**src/rtl/alu_share_arbiter.sv**
```systemverilog
// Round-robin arbiter sharing one 32-bit ALU datapath between NUM_REQ requesters.
// Optional build macro ALU_ARB_STATS_EN adds the stat_ops / stat_stall counters.
module alu_share_arbiter #(
  parameter  int NUM_REQ = 2,
  localparam int GNT_W   = $clog2(NUM_REQ)
) (
  input  logic                   clk,
  input  logic                   rst,
  input  logic [NUM_REQ-1:0]     req_valid,
  output logic [NUM_REQ-1:0]     req_ready,
  input  logic [32*NUM_REQ-1:0]  req_a,
  input  logic [32*NUM_REQ-1:0]  req_b,
  input  logic [4*NUM_REQ-1:0]   req_op,
  output logic [NUM_REQ-1:0]     rsp_valid,
  input  logic [NUM_REQ-1:0]     rsp_ready,
  output logic [31:0]            rsp_result,
  output logic                   rsp_zero,
  output logic                   rsp_err,
  output logic                   busy
`ifdef ALU_ARB_STATS_EN
  ,
  output logic [31:0]            stat_ops,
  output logic [31:0]            stat_stall
`endif
);

  localparam int DATA_W = 32;

  localparam logic [1:0] IDLE = 2'd0;
  localparam logic [1:0] EXEC = 2'd1;
  localparam logic [1:0] RESP = 2'd2;

  localparam logic [3:0] OP_AND  = 4'b0000;
  localparam logic [3:0] OP_OR   = 4'b0001;
  localparam logic [3:0] OP_ADD  = 4'b0010;
  localparam logic [3:0] OP_SUB  = 4'b0110;
  localparam logic [3:0] OP_SLT  = 4'b0111;
  localparam logic [3:0] OP_SLTU = 4'b1000;
  localparam logic [3:0] OP_XOR  = 4'b1001;
  localparam logic [3:0] OP_SLL  = 4'b1010;
  localparam logic [3:0] OP_SRL  = 4'b1011;
  localparam logic [3:0] OP_SRA  = 4'b1100;

  logic [1:0]               state;
  logic [GNT_W-1:0]         rr_ptr;
  logic [GNT_W-1:0]         grant_idx;

  logic [2*NUM_REQ-1:0]     vld_dbl;
  logic [NUM_REQ-1:0]       vld_rot;
  logic                     win_found;
  logic [GNT_W-1:0]         win_offs;
  logic [GNT_W:0]           win_sum;
  logic [GNT_W-1:0]         win_idx;
  logic [GNT_W-1:0]         next_ptr;
  logic                     req_hs;
  logic                     rsp_hs;

  logic [DATA_W-1:0]        sel_a;
  logic [DATA_W-1:0]        sel_b;
  logic [3:0]               sel_op;

  logic signed [DATA_W-1:0] a_p0;
  logic signed [DATA_W-1:0] b_p0;
  logic [3:0]               op_p0;

  logic [DATA_W-1:0]        alu_y_p1;
  logic                     op_ok_p1;

  function automatic logic op_legal(input logic [3:0] op);
    case (op)
      OP_AND, OP_OR, OP_ADD, OP_SUB, OP_SLT,
      OP_SLTU, OP_XOR, OP_SLL, OP_SRL, OP_SRA: op_legal = 1'b1;
      default:                                op_legal = 1'b0;
    endcase
  endfunction

  function automatic logic [DATA_W-1:0] alu_calc(
    input logic [3:0]               op,
    input logic signed [DATA_W-1:0] a,
    input logic signed [DATA_W-1:0] b
  );
    case (op)
      OP_AND:  alu_calc = a & b;
      OP_OR:   alu_calc = a | b;
      OP_ADD:  alu_calc = a + b;
      OP_SUB:  alu_calc = a - b;
      OP_SLT:  alu_calc = {{(DATA_W-1){1'b0}}, (a < b)};
      OP_SLTU: alu_calc = {{(DATA_W-1){1'b0}}, ($unsigned(a) < $unsigned(b))};
      OP_XOR:  alu_calc = a ^ b;
      OP_SLL:  alu_calc = a << b[4:0];
      OP_SRL:  alu_calc = $unsigned(a) >> b[4:0];
      OP_SRA:  alu_calc = a >>> b[4:0];
      default: alu_calc = '0;
    endcase
  endfunction

  // Rotate the valid vector so rr_ptr sits at bit 0; the lowest set bit is the winner.
  assign vld_dbl = {req_valid, req_valid};
  assign vld_rot = NUM_REQ'(vld_dbl >> rr_ptr);

  always_comb begin
    win_found = 1'b0;
    win_offs  = '0;
    for (int k = NUM_REQ - 1; k >= 0; k--) begin
      if (vld_rot[k]) begin
        win_found = 1'b1;
        win_offs  = GNT_W'(k);
      end
    end
  end

  always_comb begin
    win_sum = {1'b0, rr_ptr} + {1'b0, win_offs};
    if (win_sum >= (GNT_W+1)'(NUM_REQ)) begin
      win_sum = win_sum - (GNT_W+1)'(NUM_REQ);
    end
    win_idx = win_sum[GNT_W-1:0];
  end

  always_comb begin
    sel_a  = '0;
    sel_b  = '0;
    sel_op = '0;
    for (int k = 0; k < NUM_REQ; k++) begin
      if (win_idx == GNT_W'(k)) begin
        sel_a  = req_a[DATA_W*k +: DATA_W];
        sel_b  = req_b[DATA_W*k +: DATA_W];
        sel_op = req_op[4*k +: 4];
      end
    end
  end

  always_comb begin
    req_ready = '0;
    rsp_valid = '0;
    if (state == IDLE && win_found) begin
      req_ready[win_idx] = 1'b1;
    end
    if (state == RESP) begin
      rsp_valid[grant_idx] = 1'b1;
    end
  end

  assign req_hs   = (state == IDLE) && win_found;
  assign rsp_hs   = (state == RESP) && rsp_ready[grant_idx];
  assign busy     = (state != IDLE);
  assign next_ptr = (grant_idx == GNT_W'(NUM_REQ - 1)) ? '0 : grant_idx + 1'b1;

  // Stage p0: operands captured at the request handshake
  always_ff @(posedge clk) begin
    if (req_hs) begin
      a_p0  <= sel_a;
      b_p0  <= sel_b;
      op_p0 <= sel_op;
    end
  end

  // Stage p1: shared ALU evaluated from the latched operands during EXEC
  assign alu_y_p1 = alu_calc(op_p0, a_p0, b_p0);
  assign op_ok_p1 = op_legal(op_p0);

  always_ff @(posedge clk) begin
    if (rst) begin
      state      <= IDLE;
      rr_ptr     <= '0;
      grant_idx  <= '0;
      rsp_result <= '0;
      rsp_zero   <= 1'b0;
      rsp_err    <= 1'b0;
    end else begin
      case (state)
        IDLE: begin
          if (req_hs) begin
            grant_idx <= win_idx;
            state     <= EXEC;
          end
        end
        EXEC: begin
          if (op_ok_p1) begin
            rsp_result <= alu_y_p1;
            rsp_zero   <= (alu_y_p1 == '0);
            rsp_err    <= 1'b0;
          end else begin
            rsp_result <= '0;
            rsp_zero   <= 1'b0;
            rsp_err    <= 1'b1;
          end
          state <= RESP;
        end
        RESP: begin
          if (rsp_hs) begin
            rr_ptr <= next_ptr;
            state  <= IDLE;
          end
        end
        default: state <= IDLE;
      endcase
    end
  end

`ifdef ALU_ARB_STATS_EN
  always_ff @(posedge clk) begin
    if (rst) begin
      stat_ops   <= '0;
      stat_stall <= '0;
    end else if (state == RESP) begin
      if (rsp_ready[grant_idx]) begin
        if (!rsp_err) begin
          stat_ops <= stat_ops + 32'd1;
        end
      end else begin
        stat_stall <= stat_stall + 32'd1;
      end
    end
  end
`endif

endmodule
```
**config.mk**
```make
export PLATFORM = sky130hd
export DESIGN_NAME = alu_share_arbiter
export DESIGN_NICKNAME = d
export VERILOG_FILES = /design/src/rtl/alu_share_arbiter.sv
export SDC_FILE = /design/constraint.sdc
export NUM_CORES = 1
export LEC_CHECK = 0
export CORE_ASPECT_RATIO = 1.75
export CORE_UTILIZATION = 40
export CTS_CLUSTER_SIZE = 25
export DETAILED_ROUTE_END_ITERATION = 16
export PLACE_DENSITY = 0.74
export SKIP_CTS_REPAIR_TIMING = 1
export SLEW_MARGIN = 30
export SYNTH_ARGS = -nofsm -noshare
export SYNTH_HDL_FRONTEND = slang
export SYNTH_SLANG_ARGS = --single-unit
```
**constraint.sdc**
```tcl
create_clock -name clk -period 4.4 [get_ports clk]
set_input_delay 0.44 -clock clk [delete_from_list [all_inputs] [get_ports clk]]
set_output_delay 0.44 -clock clk [all_outputs]
set_load 0.02 [all_outputs]
```
==> flow_metrics.tcl <==
set metrics [dict create \
    ant_nets 0 \
    final_hold_viol_count 0 \
    drtIter0Drc 1929 \
    synth_top_area_share_pct 14.2 \
    synthFlopType "edfxtp_1" \
    grt_pass1_vias 16600 \
    grt_antenna_before_repair 1 \
    slew_violations 0 \
    placementRows 91 \
    cts_tree "built" \
    cp_slowest_stage_delay_ns 0.54 \
    grt_usage_pct 40.9 \
    crit_chain "buf_4, ha_1, inv_1, fa_1, nor2b_1, o21ai_2, a2111oi_2, buf_4, nor4_1, buf_4, o21ai_1, a41oi_1, a221o_1, a211o_1, or4_1, o31ai_1" \
    status "completed" \
    grt_first_pass_wirelength_um 109000 \
    antenna_cells 0 \
    synth_seq_cells 107 \
    synthesis.area_um2 14400 \
    syn-num-nets 2024 \
    fmax_mhz 234 \
    cts-root-buf "clkbuf_16" \
    setup_viol 0 \
    synth_area_leaders "edfxtp_1 14%, ha_1 8.7%, mux2_2 7.3%, mux4_2 5.9%, dfxtp_1 5.4%" \
    critPathSlowestCell "a2111oi_2" \
    maxCapViolations 0 \
    grt_max_degree 75 \
    insertion_delay_ns 0.41 \
    drt-wirelength-per-cell_um 29.9 \
    initial_core_util_pct 40.7 \
    grt-ovfl-total 0 \
    cts_buffers 9 \
    startpoint_type "flop" \
    num_vias 16900 \
    die_w_um 146 \
    clkSlewWorstSetupHoldPaths_ns 0.08 \
    postSynthCellCount 1780 \
    hold_class "reg -> reg" \
    min_period_ns 4.27 \
    crit_required_ns 4.70 \
    via_per_inst 6.62 \
    synth_edf_count 68 \
    cp_common_cell "buf_4" \
    dr.pass1.iters 6 \
    synth_area_per_cell_um2 8.10 \
    clockBufferDepth 2 \
    powerDensity_nw_per_um2 364 \
    power.leakage_nw 7.64 \
    worst-setup-path-type "reg -> reg" \
    cp-end-kind "flop" \
    synth_top_area_cell "edfxtp_1" \
    cts_num_sinks 107 \
    die_area_um2 36900 \
    nNetsFinal 2329 \
    synth_seq_area_share_pct 19.6 \
    worstPathMaxFanout 5 \
    routed_wl_um 76300 \
    portBuffers 180 \
    dpl.hpwl_um 61300 \
    tns_ns 0 \
    drive_gt1_share_pct 21.4 \
    ir_worst_vdd_v 0.000216 \
    cp_data_arrival_time_ns 4.58 \
    synthArstFlopShare_pct 0 \
    htreeDepth 3 \
    pin_count 181 \
    drc_errors 0 \
    ys_warn_count 0 \
    tightest_slew_ns 0.987 \
    place.gp.congestion 1.08 \
    syn_to_final_growth_pct 29.3 \
    final_util_pct 52.7 \
    fin_crit_sh_pct 97.1 \
    clock_skew_ns 0.0299 \
    core_um2 35400 \
    die_h_um 253 \
    yosys.cell_types.count 89 \
    final.fill_count 3390 \
    max_slew_margin_pct 33.6 \
]
-- logic make-up (layout without fill, tap and decap cells) --
family          after synthesis  after routing  share of synthesized area [%]
compound gates              548            548                           26.2
xor+xnor                     14             14                          0.850
fa+ha+maj                   103            103                           9.02
buf+inv                     256            566                           7.26
flops                       107            107                           19.6
mux                         217            217                           19.9
simple gates                535            535                           17.2
-- power by group --
| group | total (mW) | switching [mW] | internal [mW] |
|---|---|---|---|
| Combinational | 4.58 | 2.74 | 1.84 |
| Sequential | 1.34 | 0.125 | 1.22 |
| Clock | 0.873 | 0.456 | 0.416 |
| Total | 6.79 | 3.32 | 3.47 |
-- cell type report --
| type | instances | area, µm² | area share [%] |
|---|---|---|---|
| Multi-Input combinational cell | 1417 | 10700 | 57.1 |
| Sequential cell | 107 | 2820 | 15.1 |
| Inverter | 108 | 405 | 2.17 |
| Tap cell | 465 | 582 | 3.12 |
| Clock buffer | 10 | 239 | 1.28 |
| Timing Repair Buffer | 442 | 3880 | 20.8 |
| Clock inverter | 6 | 62.6 | 0.336 |
-- final timing paths --
kind,startpoint,to,slack [ns],depth (start not counted)
worst max-delay path,b_p0[0]$_DFFE_PP_,rsp_zero$_SDFFE_PP0N_,0.13,16
worst max register to register,b_p0[0]$_DFFE_PP_,rsp_zero$_SDFFE_PP0N_,0.13,16
worst min register to register,rsp_result[20]$_SDFFE_PP0N_,rsp_result[20]$_SDFFE_PP0N_,0.45,2
worst min-delay path,rsp_result[20]$_SDFFE_PP0N_,rsp_result[20]$_SDFFE_PP0N_,0.45,2
-- critical path: cells and delay by family, from the launching register on --
family / cells / cell delay (ns)
compound gates: 7 / 1.86
fa+ha+maj: 2 / 0.39
buf+inv: 4 / 0.67
flops: 1 / 0.45
simple gates: 3 / 0.81
-- metal layers --
layer	vias to the layer above	global-route usage [%]	routed length [µm]
met3	371	6.16	5700
met2	1076	71.7	37300
met1	8139	43.1	26000
met5	-	0	12
met4	2	34.7	7310
li1	7316	-	-
-- state kept, by name (all words and copies together), names as in the netlist --
register    flops
rsp_err         1
rsp_result     32
b_p0           32
op_ok_p1        1
rr_ptr          1
op_p0           4
rsp_zero        1
a_p0           32
state           2
grant_idx       1
-- Yosys cell counts (37+ instances only) --
master,instances
nand2_1,158
mux2i_1,78
dfxtp_1,39
nor2_1,175
nor3_1,37
o21ai_0,100
nand3_1,40
mux2_2,93
edfxtp_1,68
clkbuf_1,91
inv_1,106
mux4_2,38
a22oi_1,41
a21oi_1,120
ha_1,100
-- layout by cell type (no fill, tap or decap), types with 14 or more instances in the layout --
cell / synthesis / layout
mux2i_1: 78 / 77
edfxtp_1: 68 / 68
o221ai_1: 16 / 16
mux2_2: 93 / 93
nand3_1: 40 / 40
inv_1: 106 / 104
nand4_1: 19 / 19
clkdlybuf4s50_1: 0 / 180
a221oi_1: 23 / 23
nor4_1: 19 / 15
o21bai_1: 14 / 14
a22oi_1: 41 / 41
ha_1: 100 / 100
o22ai_1: 16 / 16
o21ai_0: 100 / 97
nand2_1: 158 / 158
dfxtp_1: 39 / 39
nor3_1: 37 / 36
nor2_1: 175 / 175
a21o_1: 15 / 15
o211ai_1: 26 / 26
mux4_2: 38 / 38
a211oi_1: 28 / 26
nor2b_1: 27 / 27
buf_4: 3 / 253
a21oi_1: 120 / 120
-- through the flow --
step	worst slack, ns	area (µm²)	instances	hold slack (ns)	total power, mW
2_1_floorplan	0.00343	14400	1780	0.481	3.71
3_3_place_gp	-0.00734	18300	2535	0.442	5.71
3_5_place_dp	-0.00360	18300	2535	0.445	5.73
4_1_cts	-0.0278	18600	2551	0.453	6.61
5_1_grt	-0.0118	18600	2555	0.473	7.04
6_report	0.128	18600	2555	0.451	6.79
No activity file was read; power rests on OpenSTA's default activity.
